### src/rtl/a2d_scan.sv
// a2d_scan: round-robin A2D channel scanner. Starts one conversion per channel,
// stores each result in a per-channel bank and flags conversions that never complete.
module a2d_scan #(
    parameter int NUM_CHNNL   = 8,
    parameter int SETTLE_CYC  = 16,
    parameter int TIMEOUT_CYC = 4096
) (
    input  logic        clk,
    input  logic        rst_n,
    input  logic        en,
    input  logic        err_clr,
    input  logic        cnv_cmplt,
    input  logic [11:0] res,
    input  logic [2:0]  rd_chnnl,
    output logic        strt_cnv,
    output logic [2:0]  chnnl,
    output logic [11:0] rd_data,
    output logic        scan_done,
    output logic        busy,
    output logic        err,
    output logic [1:0]  state_dbg
);

    localparam int TMO_W = $clog2(TIMEOUT_CYC + 1);
    localparam int SET_W = $clog2(SETTLE_CYC + 1);
    localparam logic [TMO_W-1:0] TMO_LAST = TMO_W'(TIMEOUT_CYC - 1);
    localparam logic [SET_W-1:0] SET_LAST = SET_W'(SETTLE_CYC - 1);
    localparam logic [2:0]       CH_LAST  = 3'(NUM_CHNNL - 1);

    typedef enum logic [1:0] {
        IDLE   = 2'd0,
        START  = 2'd1,
        WAIT   = 2'd2,
        SETTLE = 2'd3
    } state_t;

    state_t           state;
    state_t           state_nxt;
    logic [TMO_W-1:0] tmo_cnt;
    logic [SET_W-1:0] set_cnt;
    logic [11:0]      bank [0:7];
    logic             cmplt_hit;
    logic             tmo_hit;
    logic             wait_exit;
    logic             settle_end;

    assign state_dbg = state;

    // Handshake: strt_cnv is a single-cycle request; the A2D side answers with a
    // single-cycle cnv_cmplt carrying res. Only a cnv_cmplt seen in WAIT is accepted,
    // and a completion on the last timeout cycle still counts as a completion.
    always_comb begin
        cmplt_hit  = (state == WAIT) && cnv_cmplt;
        tmo_hit    = (state == WAIT) && !cnv_cmplt && (tmo_cnt == TMO_LAST);
        wait_exit  = cmplt_hit || tmo_hit;
        settle_end = (state == SETTLE) && (set_cnt == SET_LAST);
    end

    always_comb begin
        state_nxt = state;
        strt_cnv  = 1'b0;
        busy      = 1'b1;
        case (state)
            IDLE: begin
                busy = 1'b0;
                if (en) state_nxt = START;
            end
            START: begin
                strt_cnv  = 1'b1;
                state_nxt = WAIT;
            end
            WAIT: begin
                if (wait_exit) state_nxt = SETTLE;
            end
            SETTLE: begin
                if (settle_end) state_nxt = en ? START : IDLE;
            end
            default: state_nxt = IDLE;
        endcase
    end

    always_ff @(posedge clk or negedge rst_n) begin
        if (!rst_n) state <= IDLE;
        else        state <= state_nxt;
    end

    // Counters run only inside their own state and sit at zero otherwise.
    always_ff @(posedge clk or negedge rst_n) begin
        if (!rst_n) begin
            tmo_cnt   <= '0;
            set_cnt   <= '0;
            chnnl     <= 3'd0;
            scan_done <= 1'b0;
            err       <= 1'b0;
        end else begin
            tmo_cnt   <= (state == WAIT && !wait_exit) ? tmo_cnt + TMO_W'(1) : '0;
            set_cnt   <= (state == SETTLE && !settle_end) ? set_cnt + SET_W'(1) : '0;
            scan_done <= wait_exit && (chnnl == CH_LAST);
            if (wait_exit)
                chnnl <= (chnnl == CH_LAST) ? 3'd0 : chnnl + 3'd1;
            else if (settle_end && !en)
                chnnl <= 3'd0;
            if (tmo_hit)      err <= 1'b1;
            else if (err_clr) err <= 1'b0;
        end
    end

    // rd_data samples the bank before this edge's write lands (old value on collision).
    always_ff @(posedge clk or negedge rst_n) begin
        if (!rst_n) begin
            for (int i = 0; i < 8; i++) bank[i] <= 12'd0;
            rd_data <= 12'd0;
        end else begin
            if (cmplt_hit) bank[chnnl] <= res;
            rd_data <= bank[rd_chnnl];
        end
    end

endmodule

### config.mk
export PLATFORM = sky130hd
export DESIGN_NAME = a2d_scan
export DESIGN_NICKNAME = d
export VERILOG_FILES = /design/src/rtl/a2d_scan.sv
export SDC_FILE = /design/constraint.sdc
export NUM_CORES = 1
export LEC_CHECK = 0
export CORE_MARGIN = 2
export CORE_UTILIZATION = 30
export DETAILED_ROUTE_END_ITERATION = 6
export GPL_TIMING_DRIVEN = 1
export PLACE_DENSITY_LB_ADDON = 0.08
export SLEW_MARGIN = 30
export SYNTH_ARGS = -nofsm -noshare
export SYNTH_HDL_FRONTEND = slang
export SYNTH_SLANG_ARGS = --single-unit
### constraint.sdc
create_clock -name clk -period 1.8 [get_ports clk]
set_input_delay 0.45 -clock clk [delete_from_list [all_inputs] [get_ports clk]]
set_output_delay 0.45 -clock clk [all_outputs]
set_load 0.01 [all_outputs]
==> Implementation_results.wiki, run 1 <==
{| class="wikitable"
! Metric !! Value
|-
| Headroom to the max-slew limit || 72.6%
|-
| Reg2reg setup slack || -0.03 ns
|-
| Count of H-tree levels built during CTS || 4
|-
| Time the final worst path needs with I/O delays and setup || 1.83 ns
|-
| HPWL after detailed placement || 8490 um
|-
| Yosys cell types || 38
|-
| Total power after layout || 10300 uW
|-
| Synth warn || 0
|-
| Clock latency reported for the late side of the worst-skew pair || 0.41 ns
|-
| Critical path's largest stage delay || 0.38 ns
|-
| Number of cells on the worst reg-to-reg path || 8
|-
| Area of the die || 20800 um2
|-
| Hold Slack || 0.499 ns
|-
| Final Skew || 0.00712 ns
|-
| Slew at the pin closest to its max-slew limit || 0.410 ns
|-
| Number of nets at the end of the flow || 505
|-
| Highest ir drop seen on vdd || 0.632 mV
|-
| Crit path arrival time || 2.12 ns
|-
| Number of CTS-inserted buffers || 17
|-
| Total wire length after detailed routing || 13600 um
|-
| Period utilization || 102%
|-
| Critical path start-end classification || flop to flop
|-
| Worst path buffer plus inverter count || 3
|-
| Total of endpoints with negative setup slack in the final report || 10
|-
| Drt wl/cell || 18.1 um
|-
| Global-route usage over all layers || 14.0%
|-
| Leading cell type in the layout, fill and taps excluded || sky130_fd_sc_hd__dfrtp_1
|-
| Count of state elements after synthesis || 133
|-
| Worst-case setup margin in the final layout || -0.0344 ns
|-
| Total overflow reported by the global router || 0
|-
| Reg2reg end || bank[78]
|-
| Routability cong. || 0.702
|-
| Number of iterations in the first detailed-routing pass || 4
|-
| Final count of hold timing violations || 0
|-
| Post-synth top flop || sky130_fd_sc_hd__dfrtp_1
|-
| Vias in the first global route || 3820
|-
| Area growth syn-to-layout || 33.0%
|-
| Worst hold endpoint || bank[61]
|-
| First-pass GRT wire length || 21600 um
|-
| Final core area utilization || 40.5%
|-
| Clock-pin slew of the registers on the worst-case setup and hold paths || 0.06 ns
|-
| Most used cells in the layout excluding fill and tap cells || 131 x sky130_fd_sc_hd__dfrtp_1, 62 x sky130_fd_sc_hd__mux2_2, 46 x sky130_fd_sc_hd__mux2_4, 31 x sky130_fd_sc_hd__clkdlybuf4s50_1, 24 x sky130_fd_sc_hd__mux4_2
|-
| Static Leak || 0.00363 uW
|-
| Post-synth ARST share || 100%
|-
| Port-buffer cells || 40
|-
| Depth of the worst hold-timing path || 1
|-
| Number of maximum-capacitance violations || 0
|-
| # DRC || 0
|-
| Worst hold path type || flop to flop
|-
| Worst setup EP type || flop
|-
| FF-to-FF Start || state_dbg[0]
|-
| Worst-path cell chain || inv_2 > ha_4 > nand2_2 > or2_4 > buf_6 > nor2_4 > clkbuf_16 > mux2_4
|-
| PD cells || 1310 nW/um2
|-
| Outcome || finished, violations left
|-
| Diodes inserted || 0
|-
| Number of antenna violations at the first check in global routing || 0
|-
| Vias || 3516
|-
| Register area share after synthesis || 56.4%
|-
| Clock Root Buffer || sky130_fd_sc_hd__clkbuf_16
|-
| Cell area after synthesis || 5900 um2
|-
| Via density per instance || 4.68
|-
| Clock sink count || 133
|-
| CP max FO || 6
|-
| Starting Density || 30.4%
|-
| Clock tree from TritonCTS || yes
|-
| Setup crit start kind || flop
|-
| Vertical die dimension || 144 um
|-
| Setup repair after global routing missed its margin || yes
|-
| Critical path's top delay family || simple AND/OR/NAND/NOR gates
|-
| Max Slew Vio Count || 0
|-
| Proportion of layout cells with a drive suffix above 1 || 47.5%
|-
| Synthesized area per cell || 15.2 um2
|-
| Startpoint of the lowest-slack hold path || bank[61]
|-
| Horizontal die dimension || 144 um
|-
| Violations in the final reports || negative setup slack
|-
| Slowest-stage cell, CP || sky130_fd_sc_hd__dfrtp_1
|-
| Nets in the synthesized netlist || 417
|-
| Maximum clock frequency || 545 MHz
|-
| CP Data Required Time || 2.09 ns
|-
| Core area || 19400 um2
|-
| # IOs || 41
|-
| First DRT Iteration DRCs || 111
|-
| Number of synthesized flops with an enable pin || 0
|-
| Cell row count || 51
|-
| Count of mapped cells out of synthesis || 387
|-
| Longest Clk Path Bufs || 2
|-
| Remaining number of nets flagged by the antenna check after routing || 0
|-
| Largest net degree at the start of global routing || 40
|}
kinds of logic (layout without fill, tap and decap cells):
family	count (synthesis)	in the layout	synth area share (%)
AOI/OAI and AO/OA	13	13	2.10
xor gates and xnor gates	12	12	1.78
adders and majority gates	10	10	2.12
DFF	133	133	56.4
muxes	132	132	30.4
and+or+nand+nor	62	63	5.24
buffers and inverters	25	123	1.95
registers in the layout, indices dropped and copies added (netlist names):
| name | count |
|---|---|
| rd_data | 12 |
| state_dbg | 2 |
| set_cnt | 5 |
| chnnl | 3 |
| err | 1 |
| scan_done | 1 |
| tmo_cnt | 13 |
| bank | 96 |
synthesized netlist by cell type, types with 2 or more instances:
cell type,number,share of area (%)
sky130_fd_sc_hd__and2_1,2,0.21
sky130_fd_sc_hd__and3_1,3,0.32
sky130_fd_sc_hd__buf_2,11,0.93
sky130_fd_sc_hd__clkbuf_1,3,0.19
sky130_fd_sc_hd__dfrtp_1,133,56
sky130_fd_sc_hd__ha_1,10,2.1
sky130_fd_sc_hd__inv_1,9,0.57
sky130_fd_sc_hd__mux2_2,98,19
sky130_fd_sc_hd__mux2_4,10,2.5
sky130_fd_sc_hd__mux4_2,24,9.2
sky130_fd_sc_hd__nand2_1,9,0.57
sky130_fd_sc_hd__nand2b_1,4,0.42
sky130_fd_sc_hd__nand3_1,6,0.51
sky130_fd_sc_hd__nand4_1,4,0.42
sky130_fd_sc_hd__nor2_1,26,1.7
sky130_fd_sc_hd__o21ai_0,3,0.25
sky130_fd_sc_hd__xnor2_1,5,0.74
sky130_fd_sc_hd__xor2_1,7,1.0
power by group:
| group | internal, uW | switching [uW] |
|---|---|---|
| Combinational | 1850 | 1070 |
| Sequential | 3790 | 398 |
| Clock | 1950 | 1270 |
| Total | 7590 | 2740 |
final cells by class:
type	count	area [um2]
clock buffer	21	460
sequential	133	3330
multi-input combinational	230	2700
timing repair buffer	84	913
clock inverter	9	81.3
inverter	9	33.8
tap	265	332
fill	1840	11500
worst max path at each step:
stage            startpoint  endpoint  slack, ns  cells after the start
6_report       state_dbg[0]  bank[78]      -0.03                      8
2_1_floorplan  state_dbg[0]  bank[85]      -0.11                      7
5_1_grt        state_dbg[0]  bank[76]      -0.10                      8
4_1_cts        state_dbg[1]      busy      -0.13                      5
3_3_place_gp      cnv_cmplt  bank[87]      -0.43                      5
3_5_place_dp      cnv_cmplt  bank[92]      -0.44                      5
through the flow:
| step | setup slack (ns) | instances | area (um2) | TNS (ns) |
|---|---|---|---|---|
| after floorplan | -0.110 | 387 | 5930 | -1.59 |
| after global placement | -0.433 | 709 | 6910 | -33.03 |
| after detailed placement | -0.442 | 709 | 6910 | -32.82 |
| after CTS | -0.133 | 748 | 7570 | -1.35 |
| after global routing | -0.100 | 751 | 7850 | -2.83 |
| final | -0.0344 | 751 | 7850 | -0.181 |
metal layers:
layer / up-vias / track usage (%) / part of all wire [%]
li1: 1578 / - / -
met1: 1864 / 19.1 / 49
met2: 56 / 21.9 / 46
met3: 18 / 3.64 / 3.1
met4: 0 / 4.65 / 2.2
met5: - / 0 / 0
repair_timing:
| item | in CTS | in global routing |
|---|---|---|
| buffers inserted | 7 | 2 |
| endpoints found under the setup margin | 47 | 118 |
| resized for setup | 28 | 67 |
| pin swaps | 0 | 6 |
| cloned | 1 | 1 |
| hold endpoints to repair | 35 | 0 |
| hold buffers | 1 | 0 |
(Power assumes the default switching activity.)
==> inputs of run 2 (changes only) <==
--- a/config.mk
+++ b/config.mk
@@ -5,8 +5,7 @@
 export SDC_FILE = /design/constraint.sdc
 export NUM_CORES = 1
 export LEC_CHECK = 0
-export CORE_MARGIN = 2
-export CORE_UTILIZATION = 30
+export CORE_UTILIZATION = 59
 export DETAILED_ROUTE_END_ITERATION = 6
 export GPL_TIMING_DRIVEN = 1
 export PLACE_DENSITY_LB_ADDON = 0.08
==> constraint.sdc (replaced) <==
create_clock -name clk -period 1.78 [get_ports clk]
set_input_delay 0.445 -clock clk [delete_from_list [all_inputs] [get_ports clk]]
set_output_delay 0.445 -clock clk [all_outputs]
set_load 0.01 [all_outputs]
==> run 2 against run 1 <==
  * The flow still finishes with violations (negative setup slack)
  * Critical path depth down 1
  * Via count up 2.6%
  * Register-to-register slack worse by 0.13 ns
  * Core utilization up 41 points
  * Cell count down 16%
  * Global-route usage up 12 points
  * Wire length down 1.6%
  * Clock power about the same
  * Sequential power up 2%
==> Implementation_results.wiki, run 2 (synthesis results as in run 1) <==
{| class="wikitable"
! Metric !! Value
|-
| Outcome || finished, violations left
|-
| Violations in the final reports || negative setup slack
|-
| Static Leak || 0.00373 uW
|-
| Setup crit start kind || flop
|-
| Headroom to the max-slew limit || 71.7%
|-
| Highest ir drop seen on vdd || 0.922 mV
|-
| Crit path arrival time || 2.34 ns
|-
| Vias in the first global route || 3640
|-
| Worst hold path type || input pin to asynchronous set/reset pin
|-
| FF-to-FF Start || state_dbg[0]
|-
| First-pass GRT wire length || 19200 um
|-
| Vias || 3606
|-
| Largest net degree at the start of global routing || 54
|-
| Setup repair after global routing missed its margin || yes
|-
| Remaining number of nets flagged by the antenna check after routing || 0
|-
| Area growth syn-to-layout || 33.6%
|-
| Largest reg by FF count || bank
|-
| Number of antenna violations at the first check in global routing || 0
|-
| Reg2reg end || bank[91]
|-
| Critical path's top delay family || simple AND/OR/NAND/NOR gates
|-
| Critical path start-end classification || flop to flop
|-
| Starting Density || 60.6%
|-
| Worst setup EP type || flop
|-
| Longest Clk Path Bufs || 2
|-
| Total power after layout || 10500 uW
|-
| Total overflow reported by the global router || 0
|-
| Most used cells in the layout excluding fill and tap cells || 131 x sky130_fd_sc_hd__dfrtp_1, 70 x sky130_fd_sc_hd__mux2_4, 38 x sky130_fd_sc_hd__mux2_2, 29 x sky130_fd_sc_hd__buf_4, 24 x sky130_fd_sc_hd__mux4_2
|-
| Drt wl/cell || 21.3 um
|-
| Diodes inserted || 0
|-
| Biggest registers after layout || bank: 96 flops, tmo_cnt: 13 flops, rd_data: 12 flops
|-
| Vertical die dimension || 102 um
|-
| Number of flip-flops under the largest register name || 96
|-
| # DRC || 0
|-
| Max Slew Vio Count || 0
|-
| Count of H-tree levels built during CTS || 4
|-
| Core area || 9730 um2
|-
| Worst path buffer plus inverter count || 2
|-
| CP max FO || 6
|-
| Clock-pin slew of the registers on the worst-case setup and hold paths || 0.06 ns
|-
| Clock Root Buffer || sky130_fd_sc_hd__clkbuf_8
|-
| Maximum clock frequency || 514 MHz
|-
| First DRT Iteration DRCs || 152
|-
| Via density per instance || 5.74
|-
| Reg2reg setup slack || -0.16 ns
|-
| Cell row count || 36
|-
| Number of maximum-capacitance violations || 0
|-
| Clock latency reported for the late side of the worst-skew pair || 0.52 ns
|-
| Number of nets at the end of the flow || 515
|-
| Final count of hold timing violations || 0
|-
| Final cell count without fillers || 628
|-
| Clock sink count || 133
|-
| Routability cong. || 0.797
|-
| Period utilization || 109%
|-
| Leading cell type in the layout, fill and taps excluded || sky130_fd_sc_hd__dfrtp_1
|-
| Filler cell count || 527
|-
| Port-buffer cells || 40
|-
| Worst-path cell chain || inv_2 > buf_6 > ha_4 > nand2_2 > or2_4 > or3_4 > mux2_4
|-
| Proportion of layout cells with a drive suffix above 1 || 48.7%
|-
| Final Skew || 0.00565 ns
|-
| Number of CTS-inserted buffers || 17
|-
| Worst-case setup margin in the final layout || -0.165 ns
|-
| Total of endpoints with negative setup slack in the final report || 86
|-
| CP Data Required Time || 2.18 ns
|-
| Stages on worst setup path || 7
|-
| # IOs || 41
|-
| Clock tree from TritonCTS || yes
|-
| Number of iterations in the first detailed-routing pass || 4
|-
| Critical path's largest stage delay || 0.44 ns
|-
| PD cells || 1340 nW/um2
|-
| Horizontal die dimension || 102 um
|-
| Slew at the pin closest to its max-slew limit || 0.423 ns
|-
| Slowest-stage cell, CP || sky130_fd_sc_hd__or3_4
|-
| HPWL after detailed placement || 7470 um
|-
| Number of cells on the worst reg-to-reg path || 7
|-
| DP Cell Count || 580
|-
| Time the final worst path needs with I/O delays and setup || 1.94 ns
|-
| Global-route usage over all layers || 25.8%
|-
| Total wire length after detailed routing || 13400 um
|-
| Area of the die || 10400 um2
|}
[run 2: cell count changes in the layout (fill, tap and decap cells not counted), sizes merged]
cell           before  now
clkbuf             23   27
buf                46   56
clkdlybuf4s50      31   17
dlymetal6s2s        2    0
clkinvlp            3    1
dlygate4sd2         1   17
clkinv              5    2
[run 2: power breakdown]
part	internal, uW	total [uW]	leakage (uW)	switching (uW)
clock	1970	3180	0.000260	1210
combinational	1910	3070	0.00169	1160
sequential	3830	4280	0.00179	447
total	7720	10500	0.00373	2810
[run 2: stage by stage]
stage	hold slack (ns)	setup TNS (ns)	area [um2]	utilization (%)	worst slack (ns)
after floorplan	0.149	-2.39	5930	-	-0.130
after global placement	0.379	-30.51	6750	69.4	-0.392
after detailed placement	0.391	-32.87	6750	69.4	-0.435
after CTS	0.389	-2.04	7510	77.2	-0.179
after global routing	0.405	-8.68	7890	81.0	-0.204
final	0.389	-3.78	7890	81.0	-0.165
[run 2: worst max path at each step]
stage,to,slack (ns),from
global placement,bank[88],-0.39,cnv_cmplt
CTS,strt_cnv,-0.18,state_dbg[0]
detailed placement,bank[86],-0.44,cnv_cmplt
floorplan,bank[85],-0.13,state_dbg[0]
global route,busy,-0.20,state_dbg[0]
finish,bank[91],-0.16,state_dbg[0]
[run 2: worst register-to-register path, delay by kind of cell, from the launching register on]
kind          cells  cell delay (ns)
buf+inv           2             0.16
fa+ha+maj         1             0.14
simple gates      3             0.79
mux               1             0.34
flops             1             0.40
[run 2: cell type report]
| type | count | area (um2) | share of cell area [%] |
|---|---|---|---|
| Sequential cell | 133 | 3330 | 42.2 |
| Multi-Input combinational cell | 230 | 2820 | 35.8 |
| Timing Repair Buffer | 94 | 998 | 12.7 |
| Clock buffer | 25 | 484 | 6.14 |
| Tap cell | 133 | 166 | 2.11 |
| Clock inverter | 4 | 47.5 | 0.603 |
| Inverter | 9 | 33.8 | 0.428 |
[run 2: metal layers]
metal	wire, um	global-route usage, %	part of all wire, %
met1	5820	36.1	43
met2	6800	41.0	51
met3	602	6.70	4.5
met4	167	6.37	1.2
met5	0	0	0
[run 2: repair_timing]
action	4_1_cts	5_1_grt
pin swaps	7	5
resized for setup	69	79
hold endpoints to repair	22	0
setup endpoints to repair	80	116
hold buffers	1	0
setup buffers	8	8
gates cloned	2	1
